## config.mk

```make
export PLATFORM = sky130hd
export DESIGN_NAME = h14tx_period_encoder_flat
export DESIGN_NICKNAME = d
export VERILOG_FILES = /design/src/rtl/h14tx_period_encoder_if.sv /design/src/rtl/h14tx_period_encoder.sv /design/src/flat_wrapper.sv
export SDC_FILE = /design/constraint.sdc
export NUM_CORES = 1
export LEC_CHECK = 0
export ABC_AREA = 0
export CAP_MARGIN = 30
export CORE_MARGIN = 8
export CORE_UTILIZATION = 30
export DETAILED_ROUTE_END_ITERATION = 6
export SLEW_MARGIN = 20
export SYNTH_ARGS = -nofsm -noshare
export SYNTH_HDL_FRONTEND = slang
export SYNTH_SLANG_ARGS = --single-unit
```

## constraint.sdc

```tcl
create_clock -name clk -period 2.3 [get_ports clk]
set_input_delay 0.345 -clock clk [delete_from_list [all_inputs] [get_ports clk]]
set_output_delay 0.345 -clock clk [all_outputs]
set_load 0.02 [all_outputs]
```

## src/rtl/h14tx_period_encoder_if.sv

```systemverilog
// Lane-side bundle between the video timing generator / upstream video source
// and the HDMI 1.4 TMDS period sequencer.
interface h14tx_period_encoder_if #(
  parameter int NUM_CHANNELS = 3
);
  logic                          hsync;
  logic                          vsync;
  logic [2*(NUM_CHANNELS-1)-1:0] ctl_ext;
  logic                          vid_req;
  logic                          vid_ready;
  logic [10*NUM_CHANNELS-1:0]    vid_symbols;
  logic [10*NUM_CHANNELS-1:0]    symbol;
  logic                          proto_err;

  modport master (
    output hsync, vsync, ctl_ext, vid_req, vid_symbols,
    input  vid_ready, symbol, proto_err
  );

  modport slave (
    input  hsync, vsync, ctl_ext, vid_req, vid_symbols,
    output vid_ready, symbol, proto_err
  );
endinterface

```

## src/rtl/h14tx_period_encoder.sv

```systemverilog
// HDMI 1.4 TMDS period sequencer: control periods, video preamble, leading
// guard band and video passthrough, with registered lane characters.
module h14tx_period_encoder #(
  parameter int NUM_CHANNELS = 3,
  parameter int PREAMBLE_LEN = 8,
  parameter int GUARD_LEN    = 2,
  parameter int MIN_CTL_LEN  = 4
) (
  input  logic                  clk,
  input  logic                  rst_n,
  h14tx_period_encoder_if.slave bus
);

  localparam int MAX_PG  = (PREAMBLE_LEN > GUARD_LEN) ? PREAMBLE_LEN : GUARD_LEN;
  localparam int MAX_LEN = (MAX_PG > MIN_CTL_LEN) ? MAX_PG : MIN_CTL_LEN;
  localparam int CW      = $clog2(MAX_LEN + 1);

  localparam logic [CW-1:0] MIN_CTL    = CW'(MIN_CTL_LEN);
  localparam logic [CW-1:0] PRE_LAST   = CW'(PREAMBLE_LEN - 1);
  localparam logic [CW-1:0] GUARD_LAST = CW'(GUARD_LEN - 1);

  localparam logic [9:0] CTL_00  = 10'b1101010100;
  localparam logic [9:0] GUARD_A = 10'b1011001100;
  localparam logic [9:0] GUARD_B = 10'b0100110011;

  typedef enum logic [1:0] {
    ST_CTL,
    ST_PRE,
    ST_GUARD,
    ST_VIDEO
  } state_e;

  function automatic logic [9:0] ctl_code(input logic [1:0] c);
    logic [9:0] code;
    case (c)
      2'b00: code = 10'b1101010100;
      2'b01: code = 10'b0010101011;
      2'b10: code = 10'b0101010100;
      2'b11: code = 10'b1010101011;
    endcase
    return code;
  endfunction

  state_e                     state_q, state_d;
  logic [CW-1:0]              ctl_cnt_q, ctl_cnt_d;
  logic [CW-1:0]              cnt_q, cnt_d;
  logic [CW-1:0]              ctl_cnt_inc;
  logic                       vid_ready_q, vid_ready_d;
  logic                       proto_err_q, proto_err_d;
  logic [10*NUM_CHANNELS-1:0] symbol_q, symbol_d;
  logic [10*NUM_CHANNELS-1:0] ctl_word;

  always_ff @(posedge clk or negedge rst_n) begin
    if (!rst_n) begin
      state_q     <= ST_CTL;
      ctl_cnt_q   <= '0;
      cnt_q       <= '0;
      vid_ready_q <= 1'b0;
      proto_err_q <= 1'b0;
      symbol_q    <= {NUM_CHANNELS{CTL_00}};
    end else begin
      state_q     <= state_d;
      ctl_cnt_q   <= ctl_cnt_d;
      cnt_q       <= cnt_d;
      vid_ready_q <= vid_ready_d;
      proto_err_q <= proto_err_d;
      symbol_q    <= symbol_d;
    end
  end

  // The CTL cycle in progress already counts toward the minimum control period.
  always_comb begin
    state_d     = state_q;
    ctl_cnt_d   = ctl_cnt_q;
    cnt_d       = cnt_q;
    ctl_cnt_inc = (ctl_cnt_q >= MIN_CTL) ? ctl_cnt_q : ctl_cnt_q + 1'b1;
    case (state_q)
      ST_CTL: begin
        ctl_cnt_d = ctl_cnt_inc;
        if (bus.vid_req && (ctl_cnt_inc >= MIN_CTL)) begin
          state_d = ST_PRE;
          cnt_d   = '0;
        end
      end
      ST_PRE: begin
        if (!bus.vid_req) begin
          state_d   = ST_CTL;
          ctl_cnt_d = '0;
          cnt_d     = '0;
        end else if (cnt_q == PRE_LAST) begin
          state_d = ST_GUARD;
          cnt_d   = '0;
        end else begin
          cnt_d = cnt_q + 1'b1;
        end
      end
      ST_GUARD: begin
        if (!bus.vid_req) begin
          state_d   = ST_CTL;
          ctl_cnt_d = '0;
          cnt_d     = '0;
        end else if (cnt_q == GUARD_LAST) begin
          state_d = ST_VIDEO;
          cnt_d   = '0;
        end else begin
          cnt_d = cnt_q + 1'b1;
        end
      end
      ST_VIDEO: begin
        if (!bus.vid_req) begin
          state_d   = ST_CTL;
          ctl_cnt_d = '0;
        end
      end
      default: begin
        state_d   = ST_CTL;
        ctl_cnt_d = '0;
        cnt_d     = '0;
      end
    endcase
  end

  always_comb begin
    ctl_word       = '0;
    ctl_word[9:0]  = ctl_code({bus.vsync, bus.hsync});
    for (int i = 1; i < NUM_CHANNELS; i++) begin
      ctl_word[10*i +: 10] = ctl_code(bus.ctl_ext[2*(i-1) +: 2]);
    end
  end

  // Any period dropped by vid_req falls straight back to plain control characters.
  always_comb begin
    symbol_d    = ctl_word;
    vid_ready_d = (state_d == ST_VIDEO);
    proto_err_d = proto_err_q | ((state_q == ST_GUARD) && !bus.vid_req);
    if (bus.vid_req) begin
      case (state_q)
        ST_PRE: begin
          for (int i = 1; i < NUM_CHANNELS; i++) begin
            symbol_d[10*i +: 10] = (i == 1) ? ctl_code(2'b01) : ctl_code(2'b00);
          end
        end
        ST_GUARD: begin
          for (int i = 0; i < NUM_CHANNELS; i++) begin
            symbol_d[10*i +: 10] = (i == 1) ? GUARD_B : GUARD_A;
          end
        end
        ST_VIDEO: symbol_d = bus.vid_symbols;
        default:  symbol_d = ctl_word;
      endcase
    end
  end

  assign bus.symbol    = symbol_q;
  assign bus.vid_ready = vid_ready_q;
  assign bus.proto_err = proto_err_q;

endmodule

```

## src/flat_wrapper.sv

```systemverilog
// flat-port wrapper written by rule: the top's interface ports become plain ports
module h14tx_period_encoder_flat 
#(
  parameter int NUM_CHANNELS = 3,
  parameter int PREAMBLE_LEN = 8,
  parameter int GUARD_LEN    = 2,
  parameter int MIN_CTL_LEN  = 4
)
  (clk, rst_n, bus_hsync, bus_vsync, bus_ctl_ext, bus_vid_req, bus_vid_symbols, bus_vid_ready, bus_symbol, bus_proto_err);
  h14tx_period_encoder_if #(.NUM_CHANNELS(NUM_CHANNELS)) bus_i ();
  input  logic clk;
  input  logic rst_n;
  input wire logic [$bits(bus_i.hsync)-1:0] bus_hsync;
  input wire logic [$bits(bus_i.vsync)-1:0] bus_vsync;
  input wire logic [$bits(bus_i.ctl_ext)-1:0] bus_ctl_ext;
  input wire logic [$bits(bus_i.vid_req)-1:0] bus_vid_req;
  input wire logic [$bits(bus_i.vid_symbols)-1:0] bus_vid_symbols;
  output wire logic [$bits(bus_i.vid_ready)-1:0] bus_vid_ready;
  output wire logic [$bits(bus_i.symbol)-1:0] bus_symbol;
  output wire logic [$bits(bus_i.proto_err)-1:0] bus_proto_err;
  assign bus_i.hsync = bus_hsync;
  assign bus_i.vsync = bus_vsync;
  assign bus_i.ctl_ext = bus_ctl_ext;
  assign bus_i.vid_req = bus_vid_req;
  assign bus_i.vid_symbols = bus_vid_symbols;
  assign bus_vid_ready = bus_i.vid_ready;
  assign bus_symbol = bus_i.symbol;
  assign bus_proto_err = bus_i.proto_err;
  h14tx_period_encoder #(.NUM_CHANNELS(NUM_CHANNELS), .PREAMBLE_LEN(PREAMBLE_LEN), .GUARD_LEN(GUARD_LEN), .MIN_CTL_LEN(MIN_CTL_LEN)) u_core (.clk(clk), .rst_n(rst_n), .bus(bus_i));
endmodule
```

==> metrics.yaml, run 1 <==
ff2ff_setup_slack_ns: 0.38
grt_pass1_vias: 1903
routedWlPerCell_microns: 14.0
instances_no_fill: 402
grt_first_pass_wirelength_microns: 9100
area_delta_synth_final_pct: 43.3
first_iter_violations: 37
route.met2.wl_microns: 2550
grt_use_total_pct: 11.1
ys_seq_elements: 42
final_common_cell: "clkdlybuf4s50_1"
ant_nets: 0
rsz0062_at_grt: "no"
rr_endpoint: "u_core.bus.vid_ready$_DFF_PN0_"
crit_fanout: 8
synth_top_cell_by_area: "dfrtp_1"
dpl.hpwl_microns: 4460
seq_area_frac_synth_pct: 49.0
synth_ff_type: "dfrtp_1"
yosys-top-cells-area: "dfrtp_1 (31%), dfstp_2 (18%), ha_1 (12%)"
cp.required_ns: 2.47
synth_top_area_share_pct: 30.9
finalSetupViolCount: 0
post_cts_buffers: 0
grt_remaining_overflow: 0
leakagePower_uw: 0.00140
power_uw: 2350
fin_crit_sh_pct: 83.7
core_sq_um: 7140
ioPinCount: 71
r2r_cells: 6
drv_cap: 0
grt_max_degree: 41
syn_nets: 284
tns_ns: 0
slew_viol_final: 0
outcome: "finished, violations left"
p_per_area_nw_per_um2: 751
drc_errors: 0
drive_gt1_share_pct: 11.9
netlist_instances: 224
wl_met1_microns: 2680
min_path_type: "in2async"
fmax_ghz: 0.520
die_h_microns: 101
yosysWarnings: 0
final_cell_mix: "clkdlybuf4s50_1 (69), dfrtp_1 (27), a21oi_1 (23)"
hold_ws_ns: -0.00215
slew-limit-headroom_pct: 67.6
port_buffers: 70
dr.pass1.iters: 4
wl_met3_microns: 376
synth_edf_count: 0
die-width_microns: 101
cts_resized: 0
worstMarginPinSlew_ns: 0.483
hold_buffers: 0
path_clk_slew_ns: 0.08
crit_arrival_ns: 2.09
violations: "negative hold slack"
crit-reg2reg-launch: "u_core.state_q[0]$_DFF_PN0_"
cts_buffers: 5
critPathKind: "reg2reg"
diodes: 0
cts_tree: "yes"
antenna_found_initial: 0
syn_area_sq_um: 2180
clk_latency_ns: 0.29
worstSetupEndpointType: "flop"
wl_microns: 5650
fin_crit_ns: 1.92
highest_layer: "met4"
hold_violations: 1
critPathLaunchType: "flop"
worst_slack_ns: 0.376
num_vias: 1843
placed_cell_area_sq_um: 3020
pre_cts_slack_ns: 0.389
row_count: 31
synth-async-reset-ratio_pct: 100
clk_path_buf_depth: 2
placed_cells: 393
cts.sinks: 42
skew_ns: 0.00485
die-area_sq_um: 10300
final_nets: 362
start_util_pct: 30.6
cts-root-buf: "clkbuf_8"
routed_via_density: 4.58
avgSynthCellArea_sq_um: 9.75
ir_worst_vdd_mv: 0.226
yosys.cell_types.count: 40
finish.instance_area_sq_um: 3130
htree_num_levels: 2
gp_congestion: 0.841
## worst max-delay path by stage
stage / slack (ns) / startpoint / end / cells past startpoint
3_5_place_dp: 0.39 / bus_vid_req / u_core.cnt_q[3]$_DFFE_PN0P_ / 6
2_1_floorplan: 0.54 / u_core.state_q[0]$_DFF_PN0_ / u_core.bus.vid_ready$_DFF_PN0_ / 6
6_report: 0.38 / u_core.state_q[0]$_DFF_PN0_ / u_core.bus.vid_ready$_DFF_PN0_ / 6
5_1_grt: 0.26 / u_core.state_q[0]$_DFF_PN0_ / u_core.bus.vid_ready$_DFF_PN0_ / 6
4_1_cts: 0.39 / u_core.state_q[0]$_DFF_PN0_ / u_core.bus.vid_ready$_DFF_PN0_ / 6
3_3_place_gp: 0.43 / bus_vid_req / u_core.cnt_q[3]$_DFFE_PN0P_ / 6
## cells by family (layout without fill, tap and decap cells)
group	count (synthesis)	after routing	share of synthesized area (%)
multiplexers	1	1	0.515
buffers and inverters	22	101	4.24
adder cells (fa/ha/maj)	21	21	12.0
flip-flops	42	42	49.0
AND/OR/NAND/NOR	65	65	14.1
AO/OA/AOI/OAI	72	72	19.7
XOR/XNOR	1	1	0.401
## per-layer routing
layer | GRT usage [%] | vias up
met5 | 0 | -
met4 | 2.86 | 0
met3 | 3.44 | 5
met2 | 17.7 | 51
met1 | 14.3 | 859
li1 | - | 928
## Yosys cell counts, types with 2 or more instances
cell type,instances
dfrtp_1,27
a21oi_1,23
ha_1,21
nor2_1,21
nand2_1,19
o21ai_0,19
dfstp_2,15
inv_1,15
nand3_1,8
a21o_1,7
o22ai_1,5
o21ai_1,4
clkbuf_1,3
nand2b_1,3
nor2b_1,3
a31o_2,2
a31oi_1,2
buf_2,2
nor3_1,2
o31ai_1,2
or3_1,2
## critical path: stages, from the launching register on
cell      delay (ns)
dfrtp_1         0.49
inv_1           0.14
ha_1            0.26
or2_1           0.29
o311a_1         0.30
o32a_1          0.19
a21boi_1        0.13
## through the flow
stage	hold WS (ns)	utilization (%)
finish	-0.00215	43.9
floorplan	0.0494	-
global route	0.0223	43.9
detailed placement	0.465	42.3
CTS	0.205	43.5
global placement	0.459	42.3
## state kept, by name (all words and copies together) (netlist names)
register / count
u_core.bus.symbol: 30
u_core.cnt_q: 4
u_core.ctl_cnt_q: 4
u_core.state_q: 2
u_core.bus.proto_err: 1
u_core.bus.vid_ready: 1
## area by class of cell
class	count	area [sq um]
fillers	727	4010
flip-flops and latches	42	1070
multi-input cells	160	1020
repair buffers	78	776
well taps	99	124
clock buffers	6	72.6
inverters	15	56.3
clock inverters	2	10.0
## power breakdown
group / switching [uW] / internal [uW] / total [uW] / leakage [uW]
clock network: 252 / 211 / 462 / 0.0000450
logic: 486 / 431 / 916 / 0.000850
registers: 68.2 / 903 / 971 / 0.000506
total: 805 / 1540 / 2350 / 0.00140
Note: power is estimated with default switching activity, not from simulation.
==> run 2: changes to the inputs <==
clock period = 1.9 ns   (was 2.3 ns; I/O delays follow)
==> run 2 against run 1 <==
- the flow now finishes without violations
- sequential share of layout area fell by 0.85 points
- clock skew is 0.0016 ns higher
- critical path depth unchanged
- via count rose by 1.1%
- hold slack improved by 0.049 ns
- register-to-register slack got worse by 0.27 ns
- worst setup slack got worse by 0.27 ns
- sequential cell count is the same
- critical path type unchanged
- critical endpoint is now u_core.bus.symbol[27]$_DFF_PN0_
- largest power group unchanged
==> metrics.yaml, run 2 (synthesis gave the netlist of run 1 again) <==
crit_arrival_ns: 2.01
die-width_microns: 101
critPathKind: "reg2reg"
worst_slack_ns: 0.110
instances_no_fill: 412
pre_cts_slack_ns: 0.105
hold_violations: 0
finish.instance_area_sq_um: 3210
dr.pass1.iters: 4
htree_num_levels: 2
placed_cells: 404
row_count: 31
ff_latch_area_sq_um: 1070
drc_errors: 0
gp_congestion: 0.791
diodes: 0
post_cts_buffers: 0
core_sq_um: 7140
finalSetupViolCount: 0
dpl.hpwl_microns: 4490
grt_use_total_pct: 11.6
use_met3_pct: 4.47
slew_viol_final: 0
largest_register_ffs: 30
routedWlPerCell_microns: 13.7
multi_input_area_sq_um: 1020
clk_latency_ns: 0.29
slew-limit-headroom_pct: 65.4
first_iter_violations: 78
final_cell_mix: "clkdlybuf4s50_1 (69), dfrtp_1 (26), a21oi_1 (23)"
start_util_pct: 30.6
outcome: "complete, no violations"
cts-root-buf: "clkbuf_8"
postLayoutCoreUtil_pct: 45.0
port_buffers: 70
num_vias: 1863
min_path_type: "in2async"
cp.required_ns: 2.12
grtUsageMet2_pct: 18.3
rsz0062_at_grt: "no"
clk_path_buf_depth: 2
fin_crit_ns: 1.79
antenna_found_initial: 0
die-area_sq_um: 10300
grt_max_degree: 43
cts.sinks: 42
wl_microns: 5650
skew_ns: 0.00647
drv_cap: 0
placed_cell_area_sq_um: 3100
ioPinCount: 71
cts_tree: "yes"
p_per_area_nw_per_um2: 941
worstSetupEndpointType: "flop"
use_met1_pct: 14.3
ir_worst_vdd_mv: 0.354
die_h_microns: 101
grt_remaining_overflow: 0
worstMarginPinSlew_ns: 0.519
final_nets: 372
routed_via_density: 4.52
final_common_cell: "clkdlybuf4s50_1"
fin_crit_sh_pct: 94.2
grt_pass1_vias: 1970
drive_gt1_share_pct: 15.0
fmax_ghz: 0.559
grt_busiest_layer: "met2"
area_delta_synth_final_pct: 47.1
cts_buffers: 5
nFillCells: 689
tns_ns: 0
path_clk_slew_ns: 0.08
leakagePower_uw: 0.00145
critPathLaunchType: "flop"
ant_nets: 0
grt_first_pass_wirelength_microns: 9380
crit_fanout: 8
-- run 2: through the flow --
step           power (uW)  hold WS [ns]
3_3_place_gp         2340         0.383
2_1_floorplan        1830       -0.0106
5_1_grt              3230        0.0930
3_5_place_dp         2350         0.381
6_report             3020        0.0470
4_1_cts              3060        0.0569
-- run 2: layer usage --
layer | vias up | routed length, microns
li1 | 952 | -
met1 | 856 | 2520
met2 | 49 | 2610
met3 | 6 | 455
met4 | 0 | 57
met5 | - | 0
-- run 2: worst paths after layout --
kind                                                 from                              end  slack [ns]  depth (start not counted)
max                           u_core.state_q[1]$_DFF_PN0_  u_core.bus.symbol[27]$_DFF_PN0_        0.11                          6
min                                                 rst_n   u_core.bus.symbol[1]$_DFF_PN0_        0.05                          2
max reg2reg                   u_core.state_q[1]$_DFF_PN0_  u_core.bus.symbol[27]$_DFF_PN0_        0.11                          6
min reg2reg                u_core.bus.proto_err$_DFF_PN0_   u_core.bus.proto_err$_DFF_PN0_        0.49                          1
max in group asynchronous                           rst_n  u_core.bus.symbol[12]$_DFF_PN1_        1.47                          2
min in group clk           u_core.bus.proto_err$_DFF_PN0_   u_core.bus.proto_err$_DFF_PN0_        0.49                          1
-- run 2: repair_timing --
action	CTS	global route
gates resized for setup	0	1
hold buffers	0	0
endpoints found under the setup margin	0	3
hold endpoints to repair	0	0
-- run 2: power by group --
group	leakage [uW]	total [uW]	switching (uW)	internal, uW
clock	0.0000514	703	311	392
combinational	0.000891	1150	599	555
sequential	0.000504	1170	74.0	1090
total	0.00145	3020	984	2040
-- run 2: worst max-delay path, cell delays in order, from the launching register on --
cell	delay (ns)
dfrtp_2	0.46
inv_1	0.14
ha_1	0.29
nor2b_1	0.12
buf_4	0.18
or3_1	0.42
o21ai_1	0.11
-- run 2: final cells by class --
class | instances | area share [%]
sequential | 42 | 33.3
multi-input combinational | 160 | 31.8
timing repair buffer | 88 | 25.8
tap | 99 | 3.85
clock buffer | 6 | 2.26
inverter | 15 | 1.75
clock inverter | 2 | 1.17
